### config.mk
export PLATFORM = sky130hd
export DESIGN_NAME = boot_loader_mem
export DESIGN_NICKNAME = d
export VERILOG_FILES = /design/src/rtl/boot_loader_mem_pkg.sv /design/src/rtl/boot_loader_mem_ram_sp.sv /design/src/rtl/boot_loader_mem.sv
export SDC_FILE = /design/constraint.sdc
export NUM_CORES = 2
export LEC_CHECK = 0
export BUFFER_PORTS_ARGS = -buffer_cell sky130_fd_sc_hd__clkbuf_2
export CAP_MARGIN = 15
export CELL_PAD_IN_SITES_DETAIL_PLACEMENT = 2
export CELL_PAD_IN_SITES_GLOBAL_PLACEMENT = 2
export CORE_UTILIZATION = 40
export CTS_BUF_LIST = sky130_fd_sc_hd__clkbuf_4
export CTS_CLUSTER_DIAMETER = 30
export CTS_CLUSTER_SIZE = 12
export DETAILED_ROUTE_END_ITERATION = 8
export GPL_ROUTABILITY_DRIVEN = 0
export HOLD_SLACK_MARGIN = 0.12
export PLACE_DENSITY_LB_ADDON = 0.1
export SLEW_MARGIN = 20
export SYNTH_ARGS = -nofsm -noshare
export SYNTH_HDL_FRONTEND = slang
export SYNTH_HIERARCHICAL = 1
export SYNTH_SLANG_ARGS = --single-unit
export TNS_END_PERCENT = 10
### constraint.sdc
create_clock -name clk -period 8.08 [get_ports clk]
set_input_delay 1.616 -clock clk [delete_from_list [all_inputs] [get_ports clk]]
set_output_delay 1.616 -clock clk [all_outputs]
set_load 0.01 [all_outputs]
### src/rtl/boot_loader_mem_pkg.sv
// Shared types and defaults for the boot loader memory block.
// Defaults match the control unit's 16-bit datalines and 8-bit adlines.
package boot_loader_mem_pkg;

  localparam int DATA_W_DEF     = 16;
  localparam int ADDR_W_DEF     = 8;
  localparam int START_ADDR_DEF = 1;

  typedef enum logic [2:0] {
    ST_IDLE,
    ST_LOAD,
    ST_CHECK,
    ST_RUN,
    ST_ERROR
  } state_e;

endpackage

### src/rtl/boot_loader_mem_ram_sp.sv
// Single-port RAM: one synchronous write port, one asynchronous read port.
// Contents are deliberately not reset.
module ram_sp #(
  parameter int DATA_W = 16,
  parameter int ADDR_W = 8
) (
  input  logic              clk,
  input  logic              i_we,
  input  logic [ADDR_W-1:0] i_waddr,
  input  logic [DATA_W-1:0] i_wdata,
  input  logic [ADDR_W-1:0] i_raddr,
  output logic [DATA_W-1:0] o_rdata
);

  logic [DATA_W-1:0] r_mem [2**ADDR_W];

  always_ff @(posedge clk) begin
    if (i_we) r_mem[i_waddr] <= i_wdata;
  end

  assign o_rdata = r_mem[i_raddr];

endmodule

### src/rtl/boot_loader_mem.sv
// Program RAM plus load sequencer feeding the control unit.
// Optional trailing checksum word enabled by `define BOOT_LOADER_CHECKSUM_EN.
//
// state | meaning
// IDLE  | waiting for load_start
// LOAD  | accepting program words into RAM
// CHECK | accepting the checksum word (checksum build only)
// RUN   | control unit enabled, serving its bus
// ERROR | checksum mismatch, waiting for reset or a new load_start
module boot_loader_mem
  import boot_loader_mem_pkg::*;
#(
  parameter int DATA_W     = DATA_W_DEF,
  parameter int ADDR_W     = ADDR_W_DEF,
  parameter int START_ADDR = START_ADDR_DEF
) (
  input  logic              clk,
  input  logic              reset,
  input  logic              load_start,
  input  logic [ADDR_W-1:0] load_len,
  input  logic              load_valid,
  input  logic [DATA_W-1:0] load_data,
  output logic              load_ready,
  output logic              load_done,
  output logic              load_error,
  output logic              enable,
  input  logic [ADDR_W-1:0] addressbus,
  input  logic              read,
  input  logic              write,
  input  logic [DATA_W-1:0] toram,
  output logic [DATA_W-1:0] fromram
);

  localparam logic [ADDR_W-1:0] START_A = ADDR_W'(START_ADDR);

  state_e            r_state;
  logic [ADDR_W-1:0] r_cnt;
  logic [ADDR_W-1:0] r_len;
  logic              r_ready;
  logic              r_done;
  logic              r_enable;
  logic              r_error;

  logic              w_accept;
  logic              w_cu_we;
  logic              w_we;
  logic [ADDR_W-1:0] w_cnt_nxt;
  logic [ADDR_W-1:0] w_waddr;
  logic [DATA_W-1:0] w_wdata;
  logic              w_unused_read;

  // Reads need no strobe; fromram is always mem[addressbus].
  assign w_unused_read = read;

  assign w_accept  = (r_state == ST_LOAD) && r_ready && load_valid;
  assign w_cu_we   = (r_state == ST_RUN) && write;
  assign w_cnt_nxt = r_cnt + 1'b1;
  assign w_we      = w_accept | w_cu_we;
  assign w_waddr   = w_accept ? (START_A + r_cnt) : addressbus;
  assign w_wdata   = w_accept ? load_data : toram;

`ifdef BOOT_LOADER_CHECKSUM_EN
  logic [DATA_W-1:0] r_sum;

  always_ff @(posedge clk) begin
    if (reset) begin
      r_sum <= '0;
    end else if ((r_state == ST_IDLE || r_state == ST_ERROR) && load_start) begin
      r_sum <= '0;
    end else if (w_accept) begin
      r_sum <= r_sum + load_data;
    end
  end
`endif

  always_ff @(posedge clk) begin
    if (reset) begin
      r_state  <= ST_IDLE;
      r_cnt    <= '0;
      r_len    <= '0;
      r_ready  <= 1'b0;
      r_done   <= 1'b0;
      r_enable <= 1'b0;
      r_error  <= 1'b0;
    end else begin
      case (r_state)
        ST_IDLE: begin
          if (load_start) begin
            r_cnt <= '0;
            r_len <= load_len;
            if (load_len != '0) begin
              r_state <= ST_LOAD;
              r_ready <= 1'b1;
            end else begin
`ifdef BOOT_LOADER_CHECKSUM_EN
              r_state <= ST_CHECK;
              r_ready <= 1'b1;
`else
              r_state  <= ST_RUN;
              r_enable <= 1'b1;
              r_done   <= 1'b1;
`endif
            end
          end
        end
        ST_LOAD: begin
          if (w_accept) begin
            r_cnt <= w_cnt_nxt;
            if (w_cnt_nxt == r_len) begin
`ifdef BOOT_LOADER_CHECKSUM_EN
              r_state <= ST_CHECK;
`else
              r_state  <= ST_RUN;
              r_ready  <= 1'b0;
              r_enable <= 1'b1;
              r_done   <= 1'b1;
`endif
            end
          end
        end
`ifdef BOOT_LOADER_CHECKSUM_EN
        ST_CHECK: begin
          if (load_valid) begin
            r_ready <= 1'b0;
            if (load_data == r_sum) begin
              r_state  <= ST_RUN;
              r_enable <= 1'b1;
              r_done   <= 1'b1;
            end else begin
              r_state <= ST_ERROR;
              r_error <= 1'b1;
            end
          end
        end
        ST_ERROR: begin
          if (load_start) begin
            r_cnt   <= '0;
            r_len   <= load_len;
            r_error <= 1'b0;
            r_ready <= 1'b1;
            r_state <= (load_len != '0) ? ST_LOAD : ST_CHECK;
          end
        end
`endif
        ST_RUN: begin
          r_state <= ST_RUN;
        end
        default: begin
          r_state <= ST_IDLE;
          r_ready <= 1'b0;
        end
      endcase
    end
  end

  ram_sp #(.DATA_W(DATA_W), .ADDR_W(ADDR_W)) u_ram (
    .clk     (clk),
    .i_we    (w_we),
    .i_waddr (w_waddr),
    .i_wdata (w_wdata),
    .i_raddr (addressbus),
    .o_rdata (fromram)
  );

  assign load_ready = r_ready;
  assign load_done  = r_done;
  assign enable     = r_enable;
  assign load_error = r_error;

endmodule
**Word-level counts from Yosys, hierarchy flattened**

Memories as Yosys holds them, arrays and structs flattened.
Cells that the tools add are included.

- Flip-flop bits (word level): 21
- RAM bits: 4096
- Input bits: 54
- Output and inout bits: 20
- Logic and storage cells: 50
- Memories kept: 1

- Add/subtract/negate cells: 1
- Eq/ne operators: 8
- Multiplexer cells: 22
- Bitwise logic cells: 2
- Reductions and logical operators: 11

Memories:

| memory | words | bits a word | rd ports | clocked after memory_dff | wr ports | line | RTL |
|---|---|---|---|---|---|---|---|
| u_ram.r_mem | 256 | 16 | 1 | 0 | 1 | boot_loader_mem_ram_sp.sv:15 | `logic [DATA_W-1:0] r_mem [2**ADDR_W];` |

Operators by type and width:

| kind | number |
|---|---|
| 8-bit 2-to-1 mux | 3 |
| 16-bit 2-to-1 mux | 1 |
| 8-bit one-hot mux with 2 select lines | 1 |
| 1-bit 2-to-1 mux | 10 |
| 5-bit AND reduction | 2 |
| 3-bit 2-to-1 mux | 3 |
| 3-bit one-hot mux with 3 select lines | 1 |
| 1-bit by 8-bit adder with 8-bit output, first input constant | 1 |
| 8-bit equality test | 1 |
| 2-bit inequality test, second input constant | 4 |
| 8-bit nonzero test | 1 |
| 3-bit AND reduction | 2 |
| 3-bit by 1-bit equality test with 1-bit output, second input constant | 1 |
| 3-bit by 2-bit equality test with 1-bit output, second input constant | 1 |
| 1-bit logical AND | 3 |
| 3-bit zero test | 1 |
| 1-bit one-hot mux with 3 select lines | 1 |
| 2-bit 2-to-1 mux | 1 |
| 2-bit by 1-bit inequality test with 1-bit output, second input constant | 1 |
| 1-bit one-hot mux with 2 select lines | 1 |
| 2-bit AND reduction | 1 |
| 2-bit nonzero test | 1 |
| 1-bit NOT | 1 |
| 1-bit OR | 1 |

**Logic depth before layout (Yosys ltp)**

- Depth after elaboration: 6
- Gate-level depth with buffers: 12
- Depth with buffers taken out: 8

**Hierarchy**

Netlist, hierarchy kept.

Modules (own cells, without submodules):

| module | times used | cells each | area an instance (um^2) | sequential area each (um^2) |
|---|---|---|---|---|
| ram_sp | 1 | 7344 | 158394.4 | 122998.0 |
| boot_loader_mem | 1 | 214 | 1433.9 | 400.4 |

**Least setup slack after synthesis**

OpenSTA, ideal clock, no wires.

- Kind: input -> register
- Start point: input load_valid
- End point: memory u_ram.r_mem[0][0], data pin
- Setup time: 823 ps
- Arrival time: 5352 ps
- Data required time: 7257 ps
- Setup slack: 1906 ps
- Stages: 5
- Buffers on the path: 2
- Path through: nand4_1 buf_2 buf_1 nand2_1 nand2_1

- Longest elaborated chain between the ends: 2

RTL lines:

| element | line | RTL |
|---|---|---|
| start: declaration | boot_loader_mem.sv:21 | `input logic load_valid,` |
| 1-bit logical AND | boot_loader_mem.sv:55 | `assign w_accept = (r_state == ST_LOAD) && r_ready && load_valid;` |
| 16-bit 2-to-1 mux | boot_loader_mem.sv:60 | `assign w_wdata = w_accept ? load_data : toram;` |
| net w_wdata[0] | boot_loader_mem.sv:49 | `logic [DATA_W-1:0] w_wdata;` |
| end: declaration | boot_loader_mem_ram_sp.sv:15 |  |

The timed path passes the listed nets, and every way through them passes these cells.

**Final worst setup path**

- Start point: input addressbus[0]
- End point: output fromram[7]

- Longest elaborated chain between the ends: 1

RTL lines:

| element | line | RTL |
|---|---|---|
| start: declaration | boot_loader_mem.sv:27 | `input logic [ADDR_W-1:0] addressbus,` |
| memory 256 x 16 bit | n/a |  |
| end: declaration | boot_loader_mem.sv:31 | `output logic [DATA_W-1:0] fromram` |

No other way between the ends.

==> impl_metrics.csv <==
group,metric,value,unit
global_route,grt_start_max_net_pins,190,
placement,dp_hpwl,301,mm
floorplan,rows,231,
timing,rsz0062_at_grt,"no",
placement,port_buffers,71,
global_route,globalRoute.totalOverflow,0,
critical_path,cp_max_fo,49,
route,wl_per_cell,35.2,um
yosys,synth_edf_count,4096,
yosys,yosysMostFrequentCell,"edfxtp_1",
yosys,synth_common_cells,"4,096 x edfxtp_1, 797 x mux4_2, 565 x mux2i_1",
yosys,ys_seq_area_share,77.2,%
floorplan,dieArea,402000,um2
route,dr_total_vias,85200,
floorplan,die_h,634,um
clocking,cts_buffer_depth,4,
yosys,postSynthAreaPerCell,21.1,um2
timing,setup_ws,0.761,ns
pwr,ir_drop,140,uV
timing,max_slew_margin,15.6,%
yosys,synth_top_area_cell,"edfxtp_1",
floorplan,num_io_pins,74,
clocking,root_buffer,"clkbuf_4",
final_layout,fin_util,46.5,%
yosys,yosysWarnings,6,
timing,timing_hold_violations_final,0,
yosys,synth.area.top_cells,"edfxtp_1 77%, mux4_2 11%, mux2i_1 3.5%, o221ai_1 1.4%, nor2_1 0.75%",
pwr,p_sw_share,24.1,%
pwr,power_frac_comb,5.4,%
route,drc_errors,0,
pwr,leakage,59.5,nW
critical_path,crit_required,6.46,ns
route,drt_iter0_drc,8262,
floorplan,coreArea,397000,um2
yosys,yosysTopAreaCellShare,77.0,%
timing,post-route-period-util,90.6,%
timing,worst_clock_skew,0.109,ns
final_layout,area_delta_synth_final,15.6,%
global_route,grt_use_total,25.5,%
clocking,cts_htree_levels,6,
clocking,cts_buffers,899,
route,via_per_inst,5.81,
clocking,cts_sinks,4116,
critical_path,arrival,5.70,ns
outcome,outcome,"complete, no violations",
final_layout,n_fill_cell,35900,
clocking,worstSkewPairLatency,1.74,ns
route,wirelength,516,mm
pwr,power.density,253,nW/um2
floorplan,dieWidth,634,um
global_route,antenna_found_initial,26,
timing,worst_pin_slew,1.27,ns
min_path,hold_class,"primary input to register",
final_layout,drive_gt1_share,34.6,%
timing,setup_viol,0,
timing,tns,0,ns
pwr,p_switching,11.3,mW
yosys,ys_types,69,
critical_path,start_kind,"primary input",
clocking,cts_tree,"yes",
timing,clock.fmax,0.137,GHz
floorplan,start_util,40.3,%
run,cap_violations,0,
yosys,ys_async_sr_fraction,0,%
yosys,syn-cell-area,160000,um2
pwr,p_clk_share,44.1,%
route,first_pass_iters,5,
critical_path,worstSetupEndpointType,"output port",
clocking,cts_setup_buffers,0,
critical_path,critical_path_class,"primary input to output port",
yosys,ys.flop_type,"edfxtp_1",
clocking,path_clk_slew,0.08,ns
pwr,intPower,35.4,mW
timing,post-route-min-period,7.32,ns
timing,finalMaxSlewViolations,0,
global_route,grt_pass1_wl,718,mm
global_route,grt_pass1_vias,92200,
final_layout,nNetsFinal,8686,
yosys,syn_nets,7613,
pwr,seqPwrFrac,50.5,%
yosys,syn_inst,7558,
route,ant_nets,0,
placement,dpl_worst_slack,0.782,ns
yosys,ys_ff_latch,4116,
[cell type report]
class	count	area, um2	area share (%)
inverters	8	42.5	0.0230
multi-input cells	2968	34400	18.6
repair buffers	638	5370	2.91
clock buffers	1020	7660	4.15
clock inverters	660	7270	3.94
flip-flops and latches	4116	123000	66.8
well taps	5242	6560	3.55
diodes	13	32.5	0.0176
[cell usage in the layout, fill, tap and decap left out, types with 17 or more instances in the layout]
cell	Yosys	routed
nand2_1	116	99
edfxtp_1	4096	4096
dfxtp_1	20	20
mux2i_1	565	565
nor2_2	0	132
nand4_1	30	30
a21oi_1	195	195
inv_6	0	29
clkbuf_4	0	1020
bufinv_16	0	143
clkinv_1	0	141
clkinv_4	0	56
o22ai_1	148	148
a22oi_1	43	43
a211oi_1	18	18
mux2_2	88	88
a221oi_1	28	28
nor3_1	92	89
clkinv_2	0	176
o221ai_1	252	252
clkinvlp_4	0	103
clkbuf_2	0	66
nor4_1	19	17
nand3_1	39	30
mux4_2	797	797
buf_4	28	504
nor2_1	320	172
buf_12	5	53
o21ai_0	49	42
a22o_1	32	32
[metrics by stage]
stage | total power [mW] | area, um2 | instances | hold WS (ns)
after floorplan | 25.6 | 160000 | 7558 | 0.448
after global placement | 26.5 | 169000 | 13000 | 0.474
after detailed placement | 26.6 | 170000 | 13000 | 0.482
after CTS | 47.2 | 185000 | 14600 | 0.216
after global routing | 48.2 | 185000 | 14700 | 0.365
final | 46.7 | 185000 | 14700 | 0.465
[worst max-delay path, cell delays in order]
cell,delay [ns]
buf_12,0.33
buf_12,0.36
mux4_2,0.56
mux2_2,0.30
a221oi_1,0.77
o31ai_1,0.21
buf_4,0.23
o32ai_2,0.53
nor4_1,0.17
buf_4,0.20
clkbuf_2,0.12
[worst paths after layout]
kind	from	endpoint	slack, ns	depth (start not counted)
min reg2reg	r_len[1]	r_len[1]	0.48	2
max	addressbus[0]	fromram[7]	0.76	11
max reg2reg	r_cnt[0]	u_ram/r_mem[97][6]	2.74	8
min	reset	r_cnt[6]	0.47	2
[cell families after synthesis]
family                     Yosys count  share of synthesized area [%]
other                                1                        0.00235
DFF                               4116                           77.2
AOI/OAI and AO/OA                  826                           3.66
adders and majority gates            1                        0.00783
and+or+nand+nor                    674                           1.90
buffers and inverters              474                           1.74
muxes                             1451                           15.4
xor gates and xnor gates            15                         0.0908
[state kept, by name, indices dropped and copies added (netlist names)]
register     flops
enable           1
u_ram/r_mem   4096
r_state          2
r_cnt            8
load_ready       1
r_len            8
[what timing repair did]
item,CTS,global route
hold endpoints to repair,9,0
gates resized for setup,0,0
endpoints found under the setup margin,0,0
hold buffers,9,0
[power by group through the flow]
stage	Sequential [mW]	Clock [mW]	Combinational, mW
3_5_place_dp	24.1	0	2.52
6_report	23.6	20.6	2.51
4_1_cts	23.6	21.1	2.54
5_1_grt	23.6	22.0	2.63
2_1_floorplan	24.2	0	1.38
3_3_place_gp	24.1	0	2.43
[metal layers]
layer / vias up / part of all wire [%] / track usage [%]
li1: 34700 / - / -
met1: 46900 / 42 / 34.7
met2: 2865 / 49 / 42.4
met3: 713 / 5.7 / 4.28
met4: 6 / 2.6 / 6.91
met5: - / 0.010 / 0
Note: power is estimated with default switching activity, not from simulation.
